**src/rtl/spi_fetch_seq_pkg.sv**
```systemverilog
// -----------------------------------------------------------------------------
// spi_fetch_seq_pkg
//   Shared definitions for the multi-byte SPI RAM fetch sequencer:
//   - fetch_state_t : FSM state encoding (IDLE, ISSUE, WAIT, RESP)
//   - SPI_OP_READ   : READ opcode issued by the downstream byte reader
//   - ADDR_W        : byte address width of the serial RAM
//   - next_addr()   : address increment with wrap at the top of the 64 KiB space
// -----------------------------------------------------------------------------
package spi_fetch_seq_pkg;

  localparam int         ADDR_W      = 16;
  localparam logic [7:0] SPI_OP_READ = 8'h03;

  typedef enum logic [1:0] {
    ST_IDLE  = 2'd0,
    ST_ISSUE = 2'd1,
    ST_WAIT  = 2'd2,
    ST_RESP  = 2'd3
  } fetch_state_t;

  // Next sequential byte address; 0xFFFF rolls over to 0x0000 naturally.
  function automatic logic [ADDR_W-1:0] next_addr(input logic [ADDR_W-1:0] addr);
    return addr + 16'd1;
  endfunction

endpackage

```
**src/rtl/spi_fetch_seq.sv**
```systemverilog
// -----------------------------------------------------------------------------
// spi_fetch_seq
//   Multi-byte fetch sequencer placed in front of the single-byte SPI RAM
//   reader. One CPU request (start address plus 1..MAX_BYTES bytes) becomes a
//   series of byte reads at incrementing addresses; the returned bytes are
//   packed little-endian into one response word. A per-byte watchdog aborts
//   the request if the reader never reports completion.
//
// Parameters
//   MAX_BYTES   bytes per request (response word is 8*MAX_BYTES bits)
//   LEN_W       width of req_len, byte count minus one (2**LEN_W == MAX_BYTES)
//   TIMEOUT_CYC WAIT cycles per byte before abort (8-bit counter, >= 60 so a
//               healthy 52-cycle reader never trips it)
//
// Ports
//   clk, rst_n             clock, synchronous active-low reset
//   req_valid/req_ready    CPU request handshake (ready only while idle)
//   req_addr, req_len      start address, byte count minus one
//   rsp_valid/rsp_ready    response handshake, response held until consumed
//   rsp_data, rsp_err      packed bytes (unread lanes 0), watchdog abort flag
//   rd_start, rd_addr      one-cycle start pulse and address to byte reader
//   rd_busy, rd_done       reader busy level, one-cycle completion pulse
//   rd_data                byte returned by the reader with rd_done
// -----------------------------------------------------------------------------
module spi_fetch_seq
  import spi_fetch_seq_pkg::*;
#(
  parameter int MAX_BYTES   = 4,
  parameter int LEN_W       = 2,
  parameter int TIMEOUT_CYC = 127
) (
  input  logic                   clk,
  input  logic                   rst_n,
  input  logic                   req_valid,
  output logic                   req_ready,
  input  logic [ADDR_W-1:0]      req_addr,
  input  logic [LEN_W-1:0]       req_len,
  output logic                   rsp_valid,
  input  logic                   rsp_ready,
  output logic [8*MAX_BYTES-1:0] rsp_data,
  output logic                   rsp_err,
  output logic                   rd_start,
  output logic [ADDR_W-1:0]      rd_addr,
  input  logic                   rd_busy,
  input  logic                   rd_done,
  input  logic [7:0]             rd_data
);

  localparam int DATA_W = 8 * MAX_BYTES;
  // Abort fires on the cycle the counter would reach TIMEOUT_CYC.
  localparam logic [7:0] WDOG_LAST = 8'(TIMEOUT_CYC - 1);

  fetch_state_t        state_r;
  logic [ADDR_W-1:0]   addr_r;
  logic [LEN_W-1:0]    len_r;
  logic [LEN_W-1:0]    cnt_r;
  logic [7:0]          wdog_r;
  logic                req_ready_r;
  logic                rsp_valid_r;
  logic                rsp_err_r;
  logic [DATA_W-1:0]   rsp_data_r;
  logic                rd_start_r;
  logic [ADDR_W-1:0]   rd_addr_r;

  logic                accept_s;
  logic                last_byte_s;
  logic                wdog_expired_s;

  // Write one byte into the selected lane of the response word; other lanes
  // are left untouched so earlier bytes survive an abort.
  function automatic logic [DATA_W-1:0] put_lane(
    input logic [DATA_W-1:0] word,
    input logic [LEN_W-1:0]  lane,
    input logic [7:0]        b
  );
    logic [DATA_W-1:0] w;
    w = word;
    for (int k = 0; k < MAX_BYTES; k++) begin
      if (lane == LEN_W'(k)) begin
        w[8*k +: 8] = b;
      end
    end
    return w;
  endfunction

  // Handshake and progress decodes used by the FSM.
  always_comb begin
    accept_s       = 1'b0;
    last_byte_s    = 1'b0;
    wdog_expired_s = 1'b0;
    // req_ready_r is only ever high in IDLE, so it qualifies the accept alone.
    if (req_valid && req_ready_r) begin
      accept_s = 1'b1;
    end else begin
      accept_s = 1'b0;
    end
    if (cnt_r == len_r) begin
      last_byte_s = 1'b1;
    end else begin
      last_byte_s = 1'b0;
    end
    if (wdog_r == WDOG_LAST) begin
      wdog_expired_s = 1'b1;
    end else begin
      wdog_expired_s = 1'b0;
    end
  end

  // Fetch FSM with all outputs registered.
  always_ff @(posedge clk) begin
    if (!rst_n) begin
      state_r     <= ST_IDLE;
      addr_r      <= {ADDR_W{1'b0}};
      len_r       <= {LEN_W{1'b0}};
      cnt_r       <= {LEN_W{1'b0}};
      wdog_r      <= 8'd0;
      req_ready_r <= 1'b0;
      rsp_valid_r <= 1'b0;
      rsp_err_r   <= 1'b0;
      rsp_data_r  <= {DATA_W{1'b0}};
      rd_start_r  <= 1'b0;
      rd_addr_r   <= {ADDR_W{1'b0}};
    end else begin
      // rd_start is a single-cycle pulse unless ISSUE re-asserts it.
      rd_start_r <= 1'b0;
      case (state_r)
        ST_IDLE: begin
          if (accept_s) begin
            addr_r      <= req_addr;
            len_r       <= req_len;
            cnt_r       <= {LEN_W{1'b0}};
            rsp_data_r  <= {DATA_W{1'b0}};
            rsp_err_r   <= 1'b0;
            req_ready_r <= 1'b0;
            state_r     <= ST_ISSUE;
          end else begin
            req_ready_r <= 1'b1;
          end
        end

        ST_ISSUE: begin
          if (!rd_busy) begin
            rd_start_r <= 1'b1;
            rd_addr_r  <= addr_r;
            wdog_r     <= 8'd0;
            state_r    <= ST_WAIT;
          end else begin
            state_r <= ST_ISSUE;
          end
        end

        ST_WAIT: begin
          // rd_busy rises a cycle after rd_start, so only rd_done is trusted here.
          // Completion takes priority over a coincident watchdog expiry.
          if (rd_done) begin
            rsp_data_r <= put_lane(rsp_data_r, cnt_r, rd_data);
            if (last_byte_s) begin
              rsp_valid_r <= 1'b1;
              state_r     <= ST_RESP;
            end else begin
              cnt_r   <= cnt_r + LEN_W'(1'b1);
              addr_r  <= next_addr(addr_r);
              state_r <= ST_ISSUE;
            end
          end else if (wdog_expired_s) begin
            rsp_err_r   <= 1'b1;
            rsp_valid_r <= 1'b1;
            state_r     <= ST_RESP;
          end else begin
            wdog_r <= wdog_r + 8'd1;
          end
        end

        ST_RESP: begin
          // req_ready comes back registered, so the next accept is at least one
          // cycle after the response handshake.
          if (rsp_ready) begin
            rsp_valid_r <= 1'b0;
            req_ready_r <= 1'b1;
            state_r     <= ST_IDLE;
          end else begin
            rsp_valid_r <= 1'b1;
          end
        end

        default: begin
          state_r     <= ST_IDLE;
          req_ready_r <= 1'b0;
          rsp_valid_r <= 1'b0;
        end
      endcase
    end
  end

  assign req_ready = req_ready_r;
  assign rsp_valid = rsp_valid_r;
  assign rsp_err   = rsp_err_r;
  assign rsp_data  = rsp_data_r;
  assign rd_start  = rd_start_r;
  assign rd_addr   = rd_addr_r;

endmodule

```
**config.mk**
```make
export PLATFORM = sky130hd
export DESIGN_NAME = spi_fetch_seq
export DESIGN_NICKNAME = d
export VERILOG_FILES = /design/src/rtl/spi_fetch_seq_pkg.sv /design/src/rtl/spi_fetch_seq.sv
export SDC_FILE = /design/constraint.sdc
export NUM_CORES = 1
export LEC_CHECK = 0
export CORE_MARGIN = 1.5
export CORE_UTILIZATION = 40
export CTS_CLUSTER_DIAMETER = 200
export DETAILED_ROUTE_END_ITERATION = 10
export HOLD_SLACK_MARGIN = 0.06
export PLACE_DENSITY_LB_ADDON = 0.3
export RECOVER_POWER = 100
export SLEW_MARGIN = 30
export SYNTH_ARGS = -nofsm -noshare
export SYNTH_HDL_FRONTEND = slang
export SYNTH_SLANG_ARGS = --single-unit
export TNS_END_PERCENT = 10
```
**constraint.sdc**
```tcl
create_clock -name clk -period 1.5 [get_ports clk]
set_input_delay 0.15 -clock clk [delete_from_list [all_inputs] [get_ports clk]]
set_output_delay 0.15 -clock clk [all_outputs]
set_load 0.01 [all_outputs]
```
== After elaboration in Yosys (flattened, before gate mapping) ==
Index checks and enable logic that the tools add are counted.

* Register bits after elaboration: 82
* Input port bits: 32
* Output and inout bits: 52
* Logic and storage cells: 101

* Add/sub/neg operators: 3
* Equality and inequality tests: 22
* Muxes and demuxes: 41
* Bitwise logic cells: 1
* Reduce and logical (&&, ||, !) cells: 20

{| class="wikitable"
|+ Operator list
! operator !! count
|-
| $mux W32 || 2
|-
| $pmux W32 S2 || 1
|-
| $mux W8 || 7
|-
| $mux W16 || 3
|-
| $pmux W16 S2 || 1
|-
| $reduce_and A4 Y1 || 7
|-
| $ne A2 B2 Y1 const B || 12
|-
| $mux W2 || 9
|-
| $add A16 B1 Y16 const B || 1
|-
| $pmux W8 S2 || 1
|-
| $mux W1 || 12
|-
| $add A8 B1 Y8 const B || 1
|-
| $eq A2 B2 Y1 const B || 4
|-
| $eq A8 B7 Y1 const B || 1
|-
| $pmux W2 S4 || 1
|-
| $reduce_and A2 Y1 || 4
|-
| $reduce_bool A2 Y1 || 4
|-
| $ne A3 B3 Y1 const B || 2
|-
| $pmux W1 S2 || 3
|-
| $reduce_and A3 Y1 || 2
|-
| $eq A2 B1 Y1 const B || 2
|-
| $logic_not A2 Y1 || 2
|-
| $pmux W2 S2 || 1
|-
| $add A2 B1 Y2 const B || 1
|-
| other kinds (3) || 3
|}

== Logic depth before layout (Yosys ltp) ==
* Word-level depth: 5
* Depth in mapped cells: 7
* Mapped depth without buffers: 6

== Worst setup path before layout ==
No wires, ideal clock.

* Path kind: register to register
* Start point: reg state_r[1]
* End point: reg addr_r[9]
* Library setup time: 122 ps
* Data arrival time: 1374 ps
* Required time: 1378 ps
* Path slack: 3 ps
* Stages on the path, launching flop included: 8
* Buffers on the path: 3
* Period minus slack after synthesis: 1497 ps
* Cell sequence: dfxtp_1 buf_6 nand4bb_4 buf_6 a32o_1 buf_2 a32oi_1 nand3_1

* Cells in the longest elaborated chain, start to end: 3
* Elaborated cells on any way between the ends: 8
* Those cells by class: 4 x eq/ne; 1 x mux; 3 x reduce/logical

{| class="wikitable"
|+ Ends and longest elaborated chain
! what !! RTL line !! source
|-
| from (decl) || spi_fetch_seq.sv:53 || <nowiki>fetch_state_t state_r;</nowiki>
|-
| from (signal assigned) || spi_fetch_seq.sv:112 || <nowiki>state_r <= ST_IDLE;</nowiki>
|-
| from (signal assigned) || spi_fetch_seq.sv:135 || <nowiki>state_r <= ST_ISSUE;</nowiki>
|-
| from (signal assigned) || spi_fetch_seq.sv:146 || <nowiki>state_r <= ST_WAIT;</nowiki>
|-
| $eq A2 B2 Y1 or $logic_not A2 Y1 (tied branches) || spi_fetch_seq.sv:126 || <nowiki>case (state_r)</nowiki>
|-
| $ne A2 B2 Y1 (no line) or $reduce_bool A2 Y1 (tied branches) || -- ||
|-
| $reduce_and A4 Y1 (no line) || -- ||
|-
| to (signal assigned) || spi_fetch_seq.sv:113 || <nowiki>addr_r <= {ADDR_W{1'b0}};</nowiki>
|-
| to (signal assigned) || spi_fetch_seq.sv:129 || <nowiki>addr_r <= req_addr;</nowiki>
|-
| to (signal assigned) || spi_fetch_seq.sv:162 || <nowiki>addr_r <= next_addr(addr_r);</nowiki>
|-
| to (decl) || spi_fetch_seq.sv:54 || <nowiki>logic [ADDR_W-1:0] addr_r;</nowiki>
|}

Parallel ways exist; a longest one is shown, timed or not.
A chain may end at the register's enable or synchronous reset.

== Final worst setup path ==
* Start point: reg state_r[1]
* End point: reg addr_r[7]

Same word-level chain as after synthesis.

==> results_dict.tcl <==
set metrics [dict create \
    outcome "complete, but fails checks" \
    violations "setup timing" \
    htree_levels 3 \
    yosys_warnings 0 \
    nNetsFinal 648 \
    worst_slew_pin_slew_ps 360 \
    clk_latency_ps 360 \
    ir_worst_vdd_v 0.000539 \
    cts_tree "yes" \
    fin_crit_ps 1630 \
    cts_sinks 82 \
    skew_ps 12.7 \
    worst_slack_ps -130 \
    drt-total-wl_um 12200 \
    track_usage_pct 23.5 \
    crit_fanout 8 \
    slew_headroom_pct 75.9 \
    drt_pass1_iterations 4 \
    path_class "reg -> reg" \
    met3_usage_pct 6.03 \
    root_buffer "clkbuf_8" \
    start_util_pct 41.0 \
    final_common_cell "clkdlybuf4s50_1" \
    critical_path.max_stage_delay_ps 360 \
    worstPathCellList "buf_6 -> nand4bb_4 -> buf_12 -> a2111oi_4 -> mux2i_1 -> o211ai_1" \
    syn_area_mm2 0.00397 \
    p_total_w 0.00500 \
    rsz0062_at_grt "yes" \
    slowest_stage "dfxtp_2" \
    synthFlopType "dfxtp_1" \
    die_area_mm2 0.0105 \
    fmaxAchievable_mhz 614 \
    syn_avg_cell_area_um2 8.92 \
    grt_busiest_layer "met2" \
    hpwl_um 8250 \
    grt_pass1_vias 3909 \
    routed-via-count 4024 \
    drv_cap 0 \
    finalCritPeriodShare_pct 109 \
    port_buffers 83 \
    synthArstFlopShare_pct 0 \
    syn_nets 484 \
    syn_inst 445 \
    vias_per_cell 5.39 \
    post-route-drc-count 0 \
    synthDominantCellAreaShare_pct 41.4 \
    first_iter_violations 247 \
    grt_pass1_wl_um 19200 \
    gp_congestion 0.954 \
    rows 36 \
    seq_area_frac_synth_pct 41.4 \
    most-common-layout-cells "clkdlybuf4s50_1, buf_4, dfxtp_1, nand2_1, nor2_1" \
    antenna_found_initial 0 \
    grt.overflow.total 0 \
    hold_violations 0 \
    core_area_mm2 0.00968 \
    io_pins 84 \
    worstSetupStartpointType "flop" \
    powerDensity_mw_per_mm2 807 \
    yosys-top-cells-area "dfxtp_1, mux2i_1, nand2_1, a21oi_1, nor2_1" \
    met1_usage_pct 28.7 \
    wl_per_cell_um 16.4 \
    cts_buffers 9 \
    ant_nets 0 \
    drv_slew 0 \
    areaGrowthSynthToFinish_pct 56.2 \
    p_leak_nw 2.25 \
    end_kind "flop" \
    critPathArrivalTime_ps 1890 \
    grtUsageMet2_pct 39.9 \
    antenna-diode-count 0 \
    clkTransAtPathRegs_ps 90 \
    die_h_um 103 \
    clockBufferDepth 2 \
    yosysTopAreaCell "dfxtp_1" \
    hold_class "in -> reg" \
    synth-edff-count 0 \
    crit_required_ps 1760 \
    ys_types 64 \
    grt_max_degree 21 \
    die_w_um 103 \
    finalSetupTns_ps -3470 \
    synth-seq-cells 82 \
    setup-violations-final 53 \
    drive_gt1_share_pct 27.4 \
]
flip-flops by register name, summed over array words and instances, names as in the netlist, 2 cells and up:
| register | count |
|---|---|
| rd_addr | 16 |
| addr_r | 16 |
| wdog_r | 8 |
| rsp_data | 32 |
| len_r | 2 |
| cnt_r | 2 |
| state_r | 2 |
routing by layer:
layer,wire (µm),part of all wire (%),vias up
met4,275,2.3,0
met1,5170,42,1901
li1,-,-,1928
met2,5940,49,170
met3,833,6.8,25
met5,0,0,-
cell usage after synthesis, types with 4 or more instances:
master and instances:
a211oi_1 4, a21oi_1 38, a21oi_4 4, and2_1 14
buf_2 10, buf_6 4, clkbuf_1 12, dfxtp_1 82
ha_1 7, inv_1 8, mux2i_1 35, nand2_1 60
nand3_1 19, nand3b_1 4, nand4_1 7, nor2_1 42
nor2b_1 4, nor3_1 7, nor4_1 4, o21ai_0 7
o21ai_1 5
per-stage QoR:
stage | hold slack (ps) | utilization [%] | cells | instance area, µm² | setup WS (ps)
2_1_floorplan | 270 | - | 445 | 3970 | 3.42
3_3_place_gp | 441 | 56.8 | 714 | 5500 | -365
3_5_place_dp | 445 | 56.8 | 714 | 5500 | -386
4_1_cts | 353 | 62.7 | 744 | 6070 | -110
5_1_grt | 383 | 64.0 | 747 | 6200 | -165
6_report | 362 | 64.0 | 747 | 6200 | -130
cells by family (layout without fill, tap and decap cells):
group / after synthesis / after routing / share of synthesized area [%]
DFF: 82 / 82 / 41.4
AOI/OAI and AO/OA: 98 / 98 / 18.3
muxes: 35 / 35 / 8.83
buffers and inverters: 36 / 204 / 4.48
adders and majority gates: 7 / 7 / 2.21
xor gates and xnor gates: 2 / 2 / 0.820
and+or+nand+nor: 185 / 186 / 24.0
where the power goes:
group / internal (W) / switching, W
combinational: 0.000450 / 0.000388
sequential: 0.00222 / 0.0000454
clock: 0.00104 / 0.000858
worst max-delay path, delay by kind of cell, from the launching register on:
family | cells | cell delay (ps)
AOI/OAI and AO/OA | 2 | 480
DFF | 1 | 360
buffers and inverters | 2 | 330
and+or+nand+nor | 1 | 250
muxes | 1 | 120
path summary, 6_finish.rpt:
| kind | slack, ps | cells past startpoint | from | endpoint |
|---|---|---|---|---|
| hold / removal | 360 | 3 | req_len[0] | len_r[0]$_SDFFE_PN0P_ |
| setup / recovery | -130 | 6 | state_r[1]$_SDFFE_PN0P_ | addr_r[7]$_SDFFE_PN0P_ |
| hold reg to reg | 450 | 2 | rd_addr[4]$_SDFFE_PN0P_ | rd_addr[4]$_SDFFE_PN0P_ |
| setup reg to reg | -130 | 6 | state_r[1]$_SDFFE_PN0P_ | addr_r[7]$_SDFFE_PN0P_ |
layout make-up:
type | instances | area, µm²
multi-input cells | 328 | 2340
clock inverters | 5 | 86.3
fillers | 783 | 3480
repair buffers | 180 | 1770
flip-flops and latches | 82 | 1660
clock buffers | 11 | 151
inverters | 8 | 30.0
well taps | 133 | 166
timing repair:
| item | in CTS | in global routing |
|---|---|---|
| setup buffers | 11 | 2 |
| setup endpoints to repair | 77 | 78 |
| resized for setup | 44 | 19 |
| pin swaps | 15 | 11 |
| hold buffers | 0 | 0 |
| gates cloned | 3 | 1 |
(Power assumes the default switching activity.)
